`src/rtl/irq_controller_pkg.sv`:
```
// Shared definitions for the interrupt controller. The bridge decode and the
// tests use the same register offsets, source count and CLAIM valid position.
package irq_controller_pkg;

  localparam int N_IRQ           = 6;
  localparam int CLAIM_VALID_BIT = 31;

  // Word offsets inside the register window (bridge address [4:2]).
  typedef enum logic [2:0] {
    IRQ_ENABLE    = 3'd0,
    IRQ_MODE      = 3'd1,
    IRQ_PENDING   = 3'd2,
    IRQ_CLAIM     = 3'd3,
    IRQ_COMPLETE  = 3'd4,
    IRQ_INSERVICE = 3'd5,
    IRQ_SWTRIG    = 3'd6,
    IRQ_RESERVED  = 3'd7
  } reg_offset_t;

  typedef logic [N_IRQ-1:0] irq_vec_t;

  typedef struct packed {
    logic       valid;
    logic [2:0] id;
  } claim_t;

  // Lowest set bit wins: a lower index means a higher priority.
  function automatic claim_t pick_lowest(input irq_vec_t req);
    claim_t c;
    c = '0;
    for (int i = N_IRQ - 1; i >= 0; i--) begin
      if (req[i]) begin
        c.valid = 1'b1;
        c.id    = 3'(i);
      end
    end
    return c;
  endfunction

endpackage

```
`src/rtl/irq_sync_edge.sv`:
```
// Per-source synchroniser and rising-edge detector.
//   clk, reset : system clock, asynchronous active-high reset
//   raw        : asynchronous device request
//   level      : synchronised request (last flop of the chain)
//   rise       : one-cycle pulse when level goes 0 -> 1
module irq_sync_edge #(
  parameter int SYNC_STAGES = 2
) (
  input  logic clk,
  input  logic reset,
  input  logic raw,
  output logic level,
  output logic rise
);

  logic [SYNC_STAGES-1:0] chain;
  logic                   prev;

  // NOTE: sequential state uses non-blocking assignments so every flop samples
  // the pre-edge values; blocking here would collapse the chain into one flop.
  always_ff @(posedge clk or posedge reset) begin
    if (reset) begin
      chain <= '0;
      prev  <= 1'b0;
    end else begin
      chain[0] <= raw;
      for (int k = 1; k < SYNC_STAGES; k++) begin
        chain[k] <= chain[k-1];
      end
      prev <= chain[SYNC_STAGES-1];
    end
  end

  assign level = chain[SYNC_STAGES-1];
  assign rise  = level & ~prev;

endmodule

```
`src/rtl/irq_controller.sv`:
```
// Six-source interrupt controller feeding CPU HWInt[7:2].
// Requests are synchronised, latched as level- or edge-mode pending bits,
// masked by ENABLE and nested by fixed priority through a claim/complete
// handshake on a bridge-mapped register window.
//   clk, reset : system clock, asynchronous active-high reset
//   irq_in     : raw device requests, bit i = source i
//   sel/we/re  : bridge select, write and read strobes
//   addr       : word offset (bridge address [4:2]); be: byte enables (be[0] used)
//   wdata      : write data; rdata: combinational read data for addr
//   hwint      : registered interrupt lines to the CPU
module irq_controller
  import irq_controller_pkg::*;
#(
  parameter int SYNC_STAGES = 2
) (
  input  logic                clk,
  input  logic                reset,
  input  logic [N_IRQ-1:0]    irq_in,
  input  logic                sel,
  input  logic                we,
  input  logic                re,
  input  logic [2:0]          addr,
  input  logic [3:0]          be,
  input  logic [31:0]         wdata,
  output logic [31:0]         rdata,
  output logic [N_IRQ-1:0]    hwint
);

  irq_vec_t    level, rise;
  irq_vec_t    enable, mode, pending, inservice;
  irq_vec_t    pending_nxt, inservice_nxt;
  irq_vec_t    eligible, blocked, candidate;
  claim_t      claim;
  reg_offset_t offset;
  logic        wr, claim_fire;

  // Only byte 0 carries fields.
  logic unused_bits;
  assign unused_bits = ^{be[3:1], wdata[31:N_IRQ]};

  for (genvar g = 0; g < N_IRQ; g++) begin : g_sync
    irq_sync_edge #(.SYNC_STAGES(SYNC_STAGES)) u_sync (
      .clk   (clk),
      .reset (reset),
      .raw   (irq_in[g]),
      .level (level[g]),
      .rise  (rise[g])
    );
  end

  assign offset = reg_offset_t'(addr);
  assign wr     = sel & we & be[0];

  // A source is blocked by anything in service at its own or a higher priority.
  always_comb begin
    blocked[0] = inservice[0];
    for (int i = 1; i < N_IRQ; i++) begin
      blocked[i] = blocked[i-1] | inservice[i];
    end
  end

  assign eligible   = pending & enable;
  assign candidate  = eligible & ~blocked;
  assign claim      = pick_lowest(candidate);
  assign claim_fire = sel & re & (offset == IRQ_CLAIM) & claim.valid;

  // NOTE: every variable in this block gets a default first, so no path leaves
  // one unassigned and no latch is inferred.
  always_comb begin
    pending_nxt   = pending;
    inservice_nxt = inservice;
    for (int i = 0; i < N_IRQ; i++) begin
      if (mode[i]) begin
        // Clears first, sets last: a simultaneous edge or SWTRIG wins.
        if (wr && offset == IRQ_PENDING && wdata[i]) pending_nxt[i] = 1'b0;
        if (claim_fire && claim.id == 3'(i))         pending_nxt[i] = 1'b0;
        if (rise[i] || (wr && offset == IRQ_SWTRIG && wdata[i])) begin
          pending_nxt[i] = 1'b1;
        end
      end else begin
        pending_nxt[i] = level[i];
      end

      if (claim_fire && claim.id == 3'(i)) inservice_nxt[i] = 1'b1;
      if (wr && offset == IRQ_COMPLETE && wdata[2:0] == 3'(i)) begin
        inservice_nxt[i] = 1'b0;
      end
    end
  end

  always_ff @(posedge clk or posedge reset) begin
    if (reset) begin
      enable    <= '0;
      mode      <= '0;
      pending   <= '0;
      inservice <= '0;
      hwint     <= '0;
    end else begin
      if (wr && offset == IRQ_ENABLE) enable <= wdata[N_IRQ-1:0];
      if (wr && offset == IRQ_MODE)   mode   <= wdata[N_IRQ-1:0];
      pending   <= pending_nxt;
      inservice <= inservice_nxt;
      // Driven from the current registers, so hwint trails them by one cycle.
      hwint     <= candidate;
    end
  end

  always_comb begin
    rdata = '0;
    case (offset)
      IRQ_ENABLE:    rdata[N_IRQ-1:0] = enable;
      IRQ_MODE:      rdata[N_IRQ-1:0] = mode;
      IRQ_PENDING:   rdata[N_IRQ-1:0] = pending;
      IRQ_CLAIM: begin
        rdata[CLAIM_VALID_BIT] = claim.valid;
        rdata[2:0]             = claim.id;
      end
      IRQ_INSERVICE: rdata[N_IRQ-1:0] = inservice;
      default:       rdata = '0;
    endcase
  end

endmodule

```
`config.mk`:
```
export PLATFORM = sky130hd
export DESIGN_NAME = irq_controller
export DESIGN_NICKNAME = d
export VERILOG_FILES = /design/src/rtl/irq_controller_pkg.sv /design/src/rtl/irq_sync_edge.sv /design/src/rtl/irq_controller.sv
export SDC_FILE = /design/constraint.sdc
export NUM_CORES = 1
export LEC_CHECK = 0
export CAP_MARGIN = 20
export CORE_MARGIN = 4
export CORE_UTILIZATION = 25
export CTS_CLUSTER_DIAMETER = 100
export CTS_CLUSTER_SIZE = 12
export DETAILED_ROUTE_END_ITERATION = 12
export PLACE_DENSITY = 0.6
export SYNTH_ARGS = -nofsm -noshare
export SYNTH_HDL_FRONTEND = slang
export SYNTH_HIERARCHICAL = 1
export SYNTH_SLANG_ARGS = --single-unit
```
`constraint.sdc`:
```
create_clock -name clk -period 3.4 [get_ports clk]
set_input_delay 1.02 -clock clk [delete_from_list [all_inputs] [get_ports clk]]
set_output_delay 1.02 -clock clk [all_outputs]
set_load 0.02 [all_outputs]
```
==> impl_metrics.csv, run 1 <==
group,metric,value,unit
floorplan,fp.dieW,110,um
sta,whs,0.353,ns
place,place_inst,441,
sta,setup_violations,0,
cts,clock-sinks,48,
final_layout,area_growth,26.5,%
floorplan,core_area,10300,um^2
sta,fmax,302,MHz
cts,post_cts_buffers,0,
floorplan,dieArea,12200,um^2
sta,fin_skew,0.0152,ns
pwr,irDropWorstVdd,199,uV
pwr,p_comb_share,33.7,%
pwr,p_int,1.07,mW
drt,viasPerCell,4.65,
cts,htreeDepth,2,
synthesis,yosysTopAreaCellShare,45.8,%
sta,period_minus_slack,3.32,ns
synthesis,syn-cell-area,2620,um^2
sta,period_share,97.5,%
worst_setup_path,setup.worst_path.end_class,"primary output",
synthesis,synthFlopType,"dfrtp_1",
synthesis,synth_top_area_cell,"dfrtp_1",
outcome,outcome,"completed",
synthesis,ys_seq_area_share,45.8,%
cts,clk_latency,0.31,ns
global_routing,grt_pass1_wl,10800,um
drt,drt-initial-drc-count,121,
pwr,power.density,498,nW/um^2
floorplan,ioPinCount,88,
sta,worst_pin_slew,0.558,ns
place,io_buffers,33,
place,routabilityCongestion,0.892,
synthesis,yosysMostFrequentCell,"dfrtp_1",
pwr,p_seq_share,43.9,%
cts,clk_pin_slew,0.08,ns
sta,rsz0062_at_grt,"true",
worst_setup_path,critPathMaxFanout,5,
worst_setup_path,startpoint_type,"primary input",
synthesis,avgSynthCellArea,10.4,um^2
worst_setup_path,ff2ff_setup_slack,1.38,ns
global_routing,antenna_found_initial,0,
drt,wl_per_cell,15.1,um
global_routing,grt_max_degree,31,
cts,cts_tree,"built",
synthesis,yosys_warnings,6,
drt,antenna_left,0,
sta,slew_violations,0,
drt,wl,6780,um
synthesis,synth_area_leaders,"dfrtp_1 (46%), buf_4 (7.4%), mux2i_1 (3.4%)",
cts,holdBufCountCts,0,
final_layout,fin_nets,362,
floorplan,rows,37,
sta,slew_headroom,62.3,%
floorplan,start_util,25.5,%
pwr,leakagePower,1.55,nW
global_routing,grt.overflow.total,0,
drt,num_vias,2086,
floorplan,die_h,110,um
global_routing,grt_pass1_vias,2055,
pwr,switching_share,35.1,%
synthesis,synthArstFlopShare,100,%
drt,detail_route.first_pass.iterations,5,
final_layout,num_antenna_cells,0,
worst_setup_path,required,2.38,ns
flow_run,cap_violations,0,
synthesis,syn_inst,253,
final_layout,fill_cells,1043,
worst_setup_path,crit_type,"in -> out",
synthesis,ys_top_cells_by_count,"dfrtp_1 (48), buf_4 (26), nand2_1 (23)",
pwr,p_clk_share,22.4,%
drt,drc,0,
sta,hold_viol,0,
cts,cts-buffers-inserted,5,
cts,cts_buffer_depth,2,
synthesis,ys_seq_elements,48,
global_routing,grt_usage,10.9,%
cts,cts_root_buf,"clkbuf_8",
min_path,hold_class,"reg -> reg",
final_layout,regArea,1200,um^2
final_layout,multi_input_area,1250,um^2
place,dp_hpwl,5380,um
synthesis,synth_edf_count,0,
synthesis,yosysUniqueCellTypes,58,
worst_setup_path,arrival,2.30,ns
final_layout,drive_above_1_share,21.4,%
final_layout,final_cells,449,
pwr,power.net_switching,0.580,mW
[cell families (layout without fill, tap and decap cells)]
logic type,after synthesis,after routing,share of synthesized area (%)
other cells,1,25,0.143
compound gates,60,60,18.2
buf+inv,50,86,10.9
simple gates,76,76,17.7
mux,18,18,7.30
flops,48,48,45.8
[layer usage]
metal	wire (um)	global-route usage, %	vias up
li1	-	-	984
met1	3190	15.5	985
met2	2970	16.5	106
met3	526	2.47	11
met4	89	3.20	0
met5	0	0	-
[area by class of cell]
| class | instances | share of cell area, % |
|---|---|---|
| inverters | 15 | 1.70 |
| multi-input cells | 179 | 37.7 |
| repair buffers | 63 | 16.4 |
| flip-flops and latches | 48 | 36.2 |
| clock buffers | 6 | 2.49 |
| well taps | 136 | 5.13 |
| clock inverters | 2 | 0.415 |
[cells in the final DEF (no fill, tap or decap), types with 7 or more instances in the layout]
| cell | instances |
|---|---|
| nor2_1 | 11 |
| clkdlybuf4s50_1 | 23 |
| buf_4 | 30 |
| dfrtp_1 | 48 |
| mux2i_1 | 8 |
| conb_1 | 25 |
| inv_1 | 14 |
| nor2b_4 | 7 |
| nand2_1 | 23 |
[final timing paths]
path | start | to | cells past startpoint
worst max register to register | inservice[1] | pending[4] | 5
min in group asynchronous | reset | g_sync[4].u_sync/chain[0] | 2
worst max-delay path | addr[1] | rdata[0] | 7
max in group asynchronous | reset | hwint[0] | 3
worst min register to register | g_sync[0].u_sync/chain[0] | g_sync[0].u_sync/chain[1] | 0
worst min-delay path | g_sync[0].u_sync/chain[0] | g_sync[0].u_sync/chain[1] | 0
[state kept, by name, indices dropped and copies added (netlist names)]
signal	count
enable	6
g_sync.u_sync/chain	12
g_sync.u_sync/prev	6
hwint	6
inservice	6
mode	6
pending	6
[through the flow]
stage	cell area [um^2]	utilization, %	total power [mW]	TNS [ns]	worst slack, ns
CTS	3300	32.1	1.65	0	0.00208
floorplan	2710	-	1.08	0	0.0453
detailed placement	3210	31.2	1.29	-4.09	-0.744
finish	3320	32.3	1.65	0	0.0847
global route	3320	32.3	1.75	-0.00601	-0.00601
global placement	3210	31.2	1.28	-4.31	-0.777
[worst max-delay path, cell delays in order]
cell	delay [ns]
dlygate4sd2_1	0.28
buf_6	0.15
mux2i_2	0.21
a2bb2oi_2	0.14
nor2_1	0.04
a221o_1	0.28
buf_2	0.17
[what timing repair did]
| item | in CTS | in global routing |
|---|---|---|
| pin swaps | 1 | 0 |
| gates resized for setup | 28 | 10 |
| endpoints found under the setup margin | 7 | 5 |
[power by group through the flow]
stage	combinational, mW	sequential [mW]	clock [mW]
after floorplan	0.343	0.737	0
after global placement	0.552	0.733	0
after detailed placement	0.557	0.736	0
after CTS	0.551	0.725	0.378
after global routing	0.602	0.737	0.406
final	0.557	0.726	0.369
(Power assumes the default switching activity.)
==> run 2: changes to the inputs <==
- RECOVER_POWER: not set -> 25
==> impl_metrics.csv, run 2 (synthesis gave the netlist of run 1 again) <==
group,metric,value,unit
cts,clk_pin_slew,0.08,ns
sta,hold_viol,0,
sta,period_minus_slack,3.32,ns
pwr,p_comb_share,33.6,%
worst_setup_path,crit_chain,"dlygate4sd2_1, buf_6, mux2i_2, a2bb2oi_2, nor2_1, a221o_1, buf_2",
cts,cts_buffer_depth,2,
pwr,p_seq_share,44.1,%
floorplan,rows,37,
global_routing,grt_usage,10.9,%
flow_run,cap_violations,0,
final_layout,finish.utilization,32.3,%
final_layout,largest_register,"g_sync.u_sync/chain",
cts,cts-buffers-inserted,5,
floorplan,die_h,110,um
final_layout,drive_above_1_share,21.1,%
global_routing,antenna_found_initial,0,
sta,whs,0.353,ns
worst_setup_path,setup.worst_path.end_class,"primary output",
sta,period_share,97.5,%
drt,num_vias,2102,
drt,wl_per_cell,15.0,um
floorplan,fp.dieW,110,um
pwr,power.net_switching,0.577,mW
place,dp_hpwl,5380,um
final_layout,num_antenna_cells,0,
floorplan,ioPinCount,88,
cts,holdBufCountCts,0,
worst_setup_path,crit_type,"in -> out",
drt,drc,0,
global_routing,grt_pass1_vias,2055,
pwr,irDropWorstVdd,198,uV
place,io_buffers,33,
final_layout,largest_reg_flops,12,
worst_setup_path,critPathSlowestCell,"dlygate4sd2_1",
sta,rsz0062_at_grt,"true",
pwr,p_int,1.07,mW
global_routing,grt_pass1_wl,10800,um
cts,htreeDepth,2,
outcome,outcome,"completed",
final_layout,final_common_cell,"dfrtp_1",
place,pre_cts_slack,-0.744,ns
final_layout,final_cells,449,
sta,fin_skew,0.0129,ns
sta,setup_ws,0.0836,ns
place,routabilityCongestion,0.892,
final_layout,fin_nets,362,
place,place_inst,441,
worst_setup_path,critPathMaxFanout,5,
sta,fmax,302,MHz
sta,setup_violations,0,
global_routing,grt_max_degree,31,
final_layout,final_cell_mix,"dfrtp_1 (48), buf_4 (30), conb_1 (25)",
drt,detail_route.first_pass.iterations,4,
floorplan,dieArea,12200,um^2
drt,viasPerCell,4.68,
cts,post_cts_buffers,0,
sta,slew_violations,0,
final_layout,fin_area,3320,um^2
sta,worst_pin_slew,0.542,ns
floorplan,core_area,10300,um^2
drt,wl,6750,um
worst_setup_path,slowest_delay,0.28,ns
cts,cts_root_buf,"clkbuf_8",
cts,cts_tree,"built",
sta,slew_headroom,63.3,%
worst_setup_path,required,2.38,ns
pwr,p_clk_share,22.3,%
place,placed_area,3210,um^2
min_path,hold_class,"reg -> reg",
cts,clock-sinks,48,
pwr,power.density,497,nW/um^2
floorplan,start_util,25.5,%
global_routing,grt.overflow.total,0,
drt,drt-initial-drc-count,136,
worst_setup_path,arrival,2.30,ns
worst_setup_path,startpoint_type,"primary input",
drt,antenna_left,0,
pwr,leakagePower,1.55,nW
pwr,switching_share,35.0,%
final_layout,area_growth,26.5,%
cts,clk_latency,0.31,ns
[run 2: area by class of cell]
cell class              count  area [um^2]
clock buffers               6         82.6
repair buffers             63          543
inverters                  15         56.3
clock inverters             2         13.8
well taps                 136          170
multi-input cells         179         1250
flip-flops and latches     48         1200
fillers                  1043         6960
[run 2: timing repair]
| action | 4_1_cts | 5_1_grt |
|---|---|---|
| hold endpoints to repair | 0 | 0 |
| setup endpoints to repair | 7 | 5 |
| pin swaps | 1 | 0 |
| gates resized for setup | 28 | 10 |
[run 2: path summary, 6_finish.rpt]
kind | slack, ns | depth (start not counted) | from | to
max | 0.08 | 7 | addr[1] | rdata[0]
max reg2reg | 1.38 | 5 | inservice[1] | pending[4]
min | 0.35 | 0 | g_sync[0].u_sync/chain[0] | g_sync[0].u_sync/chain[1]
min in group asynchronous | 1.19 | 2 | reset | g_sync[4].u_sync/chain[0]
max in group asynchronous | 1.71 | 3 | reset | hwint[0]
min reg2reg | 0.35 | 0 | g_sync[0].u_sync/chain[0] | g_sync[0].u_sync/chain[1]
[run 2: power by group through the flow]
stage               Sequential (mW)  Combinational (mW)  Clock (mW)
floorplan                     0.737               0.343           0
global route                  0.737               0.600       0.406
detailed placement            0.736               0.557           0
global placement              0.733               0.552           0
CTS                           0.725               0.551       0.378
finish                        0.727               0.554       0.367
[run 2: per-stage QoR]
step | TNS, ns | power (mW)
after floorplan | 0 | 1.08
after global placement | -4.31 | 1.28
after detailed placement | -4.09 | 1.29
after CTS | 0 | 1.65
after global routing | -0.00601 | 1.74
final | 0 | 1.65
[run 2: worst max-delay path: cells and delay by family]
family,cells,cell delay (ns)
simple gates,1,0.04
buf+inv,3,0.60
mux,1,0.21
compound gates,2,0.42
[run 2: layer usage]
| layer | vias to the layer above | global-route usage (%) | share of wire [%] |
|---|---|---|---|
| li1 | 985 | - | - |
| met1 | 1013 | 15.5 | 48 |
| met2 | 93 | 16.5 | 44 |
| met3 | 11 | 2.47 | 6.8 |
| met4 | 0 | 3.20 | 1.3 |
| met5 | - | 0 | 0 |
==> variant: new RTL, flow settings as in run 1 <==
`SYNC_STAGES` is set to 2 in 2 places; all go to 4.
--- a/src/rtl/irq_sync_edge.sv
+++ b/src/rtl/irq_sync_edge.sv
@@ -5,5 +5,5 @@
 //   rise       : one-cycle pulse when level goes 0 -> 1
 module irq_sync_edge #(
-  parameter int SYNC_STAGES = 2
+  parameter int SYNC_STAGES = 4
 ) (
   input  logic clk,
--- a/src/rtl/irq_controller.sv
+++ b/src/rtl/irq_controller.sv
@@ -12,5 +12,5 @@
   import irq_controller_pkg::*;
 #(
-  parameter int SYNC_STAGES = 2
+  parameter int SYNC_STAGES = 4
 ) (
   input  logic                clk,
Behaviour: not the same (a bounded check fails within 4 cycles, from zero or initial values and one cycle with reset high).
==> variant against run 1 <==
Power grew 42%. Design area up 14%. Worst setup slack lost 0.016 ns. Utilization up 0.90 points. Via count increased by 8.2%. Worst hold slack worse by 0.0092 ns. Sequential cell count increased by 12. Wire length increased by 11%. Critical path depth unchanged. Area after synthesis rose by 11%. First-iteration DRC count up 48%. Largest power group is now the clock network. Highest routed layer unchanged.
==> variant: results <==
group,metric,value,unit
global_route,grt_pass1_wl,12100,um
synthesis,netlist_top_cells_area,"dfrtp_1 (51%), buf_4 (6.7%), mux2i_1 (3.1%), nand2_1 (3.0%), nor2b_4 (2.8%)",
setup_path,r2r_start,"inservice[1]",
placed_design,placed_area,0.00351,mm^2
timing,whs,0.344,ns
global_route,antenna_found_initial,0,
synthesis,yosys_warnings,6,
route,vias,2257,
global_route,grtUsageMet3,0.0425,
synthesis,seq_area_frac_synth,0.514,
finish,fillers,1154,
finish,fin_nets,376,
clock_network,clkTransAtPathRegs,0.05,ns
setup_path,cp_slowest_cell,"a221o_1",
clock_network,htreeDepth,3,
finish,n_antenna_cell,0,
setup_path,critPathCapture,"rdata[0]",
power,leakagePower,1.76,nW
finish,top_register,"g_sync.u_sync/chain",
finish,drive_gt1_frac,0.215,
clock_network,insertion_delay,0.33,ns
hold_path,hp-start,"g_sync[1].u_sync/chain[2]",
placed_design,place_ws,-0.669,ns
setup_path,ff2ff_path_depth,5,
global_route,use_met1,0.159,
clock_network,root_buffer,"clkbuf_16",
setup_path,r2r_slack,1.40,ns
synthesis,async_flop_share,1.00,
hold_path,hold_depth,0,
timing,skew,0.00434,ns
clock_network,clockBufferDepth,2,
setup_path,crit_fanout,6,
timing,slew_headroom,0.634,
setup_path,cp.arrival,2.31,ns
placed_design,port_buffers,33,
synthesis,syn_avg_cell_area,11.0,um^2
global_route,grt.total_usage,0.120,
clock_network,numCtsBuffers,9,
global_route,grt_max_degree,31,
route,wire_per_inst,15.9,um
synthesis,ys_types,58,
setup_path,r2r-end,"pending[4]",
route,drtIter0Drc,179,
placed_design,dpl.cell_count,459,
placed_design,gp_congestion,0.935,
finish,largest_reg_flops,24,
route,firstDrtPassIters,6,
route,via_per_inst,4.76,
setup_path,cpPeakStageDelay,0.29,ns
timing,fmax,300,MHz
setup_path,cp_top_family,"buffers and inverters",
synthesis,yosys-top-cells-count,"dfrtp_1 (60), buf_4 (26), nand2_1 (23), inv_1 (14), nor2_1 (11)",
hold_path,hold_path.class,"reg2reg",
power,ir_worst_vdd,236,uV
placed_design,dp_hpwl,5780,um
synthesis,synth_largest_area_cell,"dfrtp_1",
run_status,status,"finished clean",
setup_path,cp-startpoint,"addr[1]",
global_route,use_met2,0.179,
[variant: power breakdown]
part	internal [mW]	switching (mW)	total (mW)
combinational	0.249	0.309	0.558
sequential	0.801	0.0807	0.882
clock	0.585	0.325	0.910
total	1.64	0.715	2.35
[variant: layer usage]
layer  part of all wire  routed length [um]
met5                  0                   0
met4              0.016                 123
met3              0.088                 662
met2               0.45                3380
met1               0.45                3350
[variant: cell type report]
type	instances	area, um^2	share of cell area
Tap cell	143	179	0.0472
Inverter	15	56.3	0.0149
Timing Repair Buffer	61	514	0.136
Clock inverter	6	63.8	0.0168
Clock buffer	10	239	0.0631
Multi-Input combinational cell	179	1240	0.326
Sequential cell	60	1500	0.396
[variant: repair_timing]
item                                    4_1_cts  5_1_grt
gates cloned                                  0        0
setup buffers                                 0        0
endpoints found under the setup margin        7        6
pin swaps                                     1        0
hold buffers                                  0        0
gates resized for setup                      25        9
[variant: worst min-delay path by stage]
stage	end
after CTS	g_sync[2].u_sync/chain[3]
after global placement	g_sync[1].u_sync/chain[3]
after floorplan	g_sync[0].u_sync/chain[1]
after detailed placement	g_sync[2].u_sync/chain[3]
final	g_sync[1].u_sync/chain[3]
after global routing	g_sync[3].u_sync/chain[2]
[variant: cell families (layout without fill, tap and decap cells)]
logic type / Yosys count / in the layout / share of synthesized area
buf+inv: 50 / 92 / 0.0980
mux: 18 / 18 / 0.0655
simple gates: 76 / 76 / 0.158
flops: 60 / 60 / 0.514
other cells: 1 / 25 / 0.00128
compound gates: 60 / 60 / 0.163
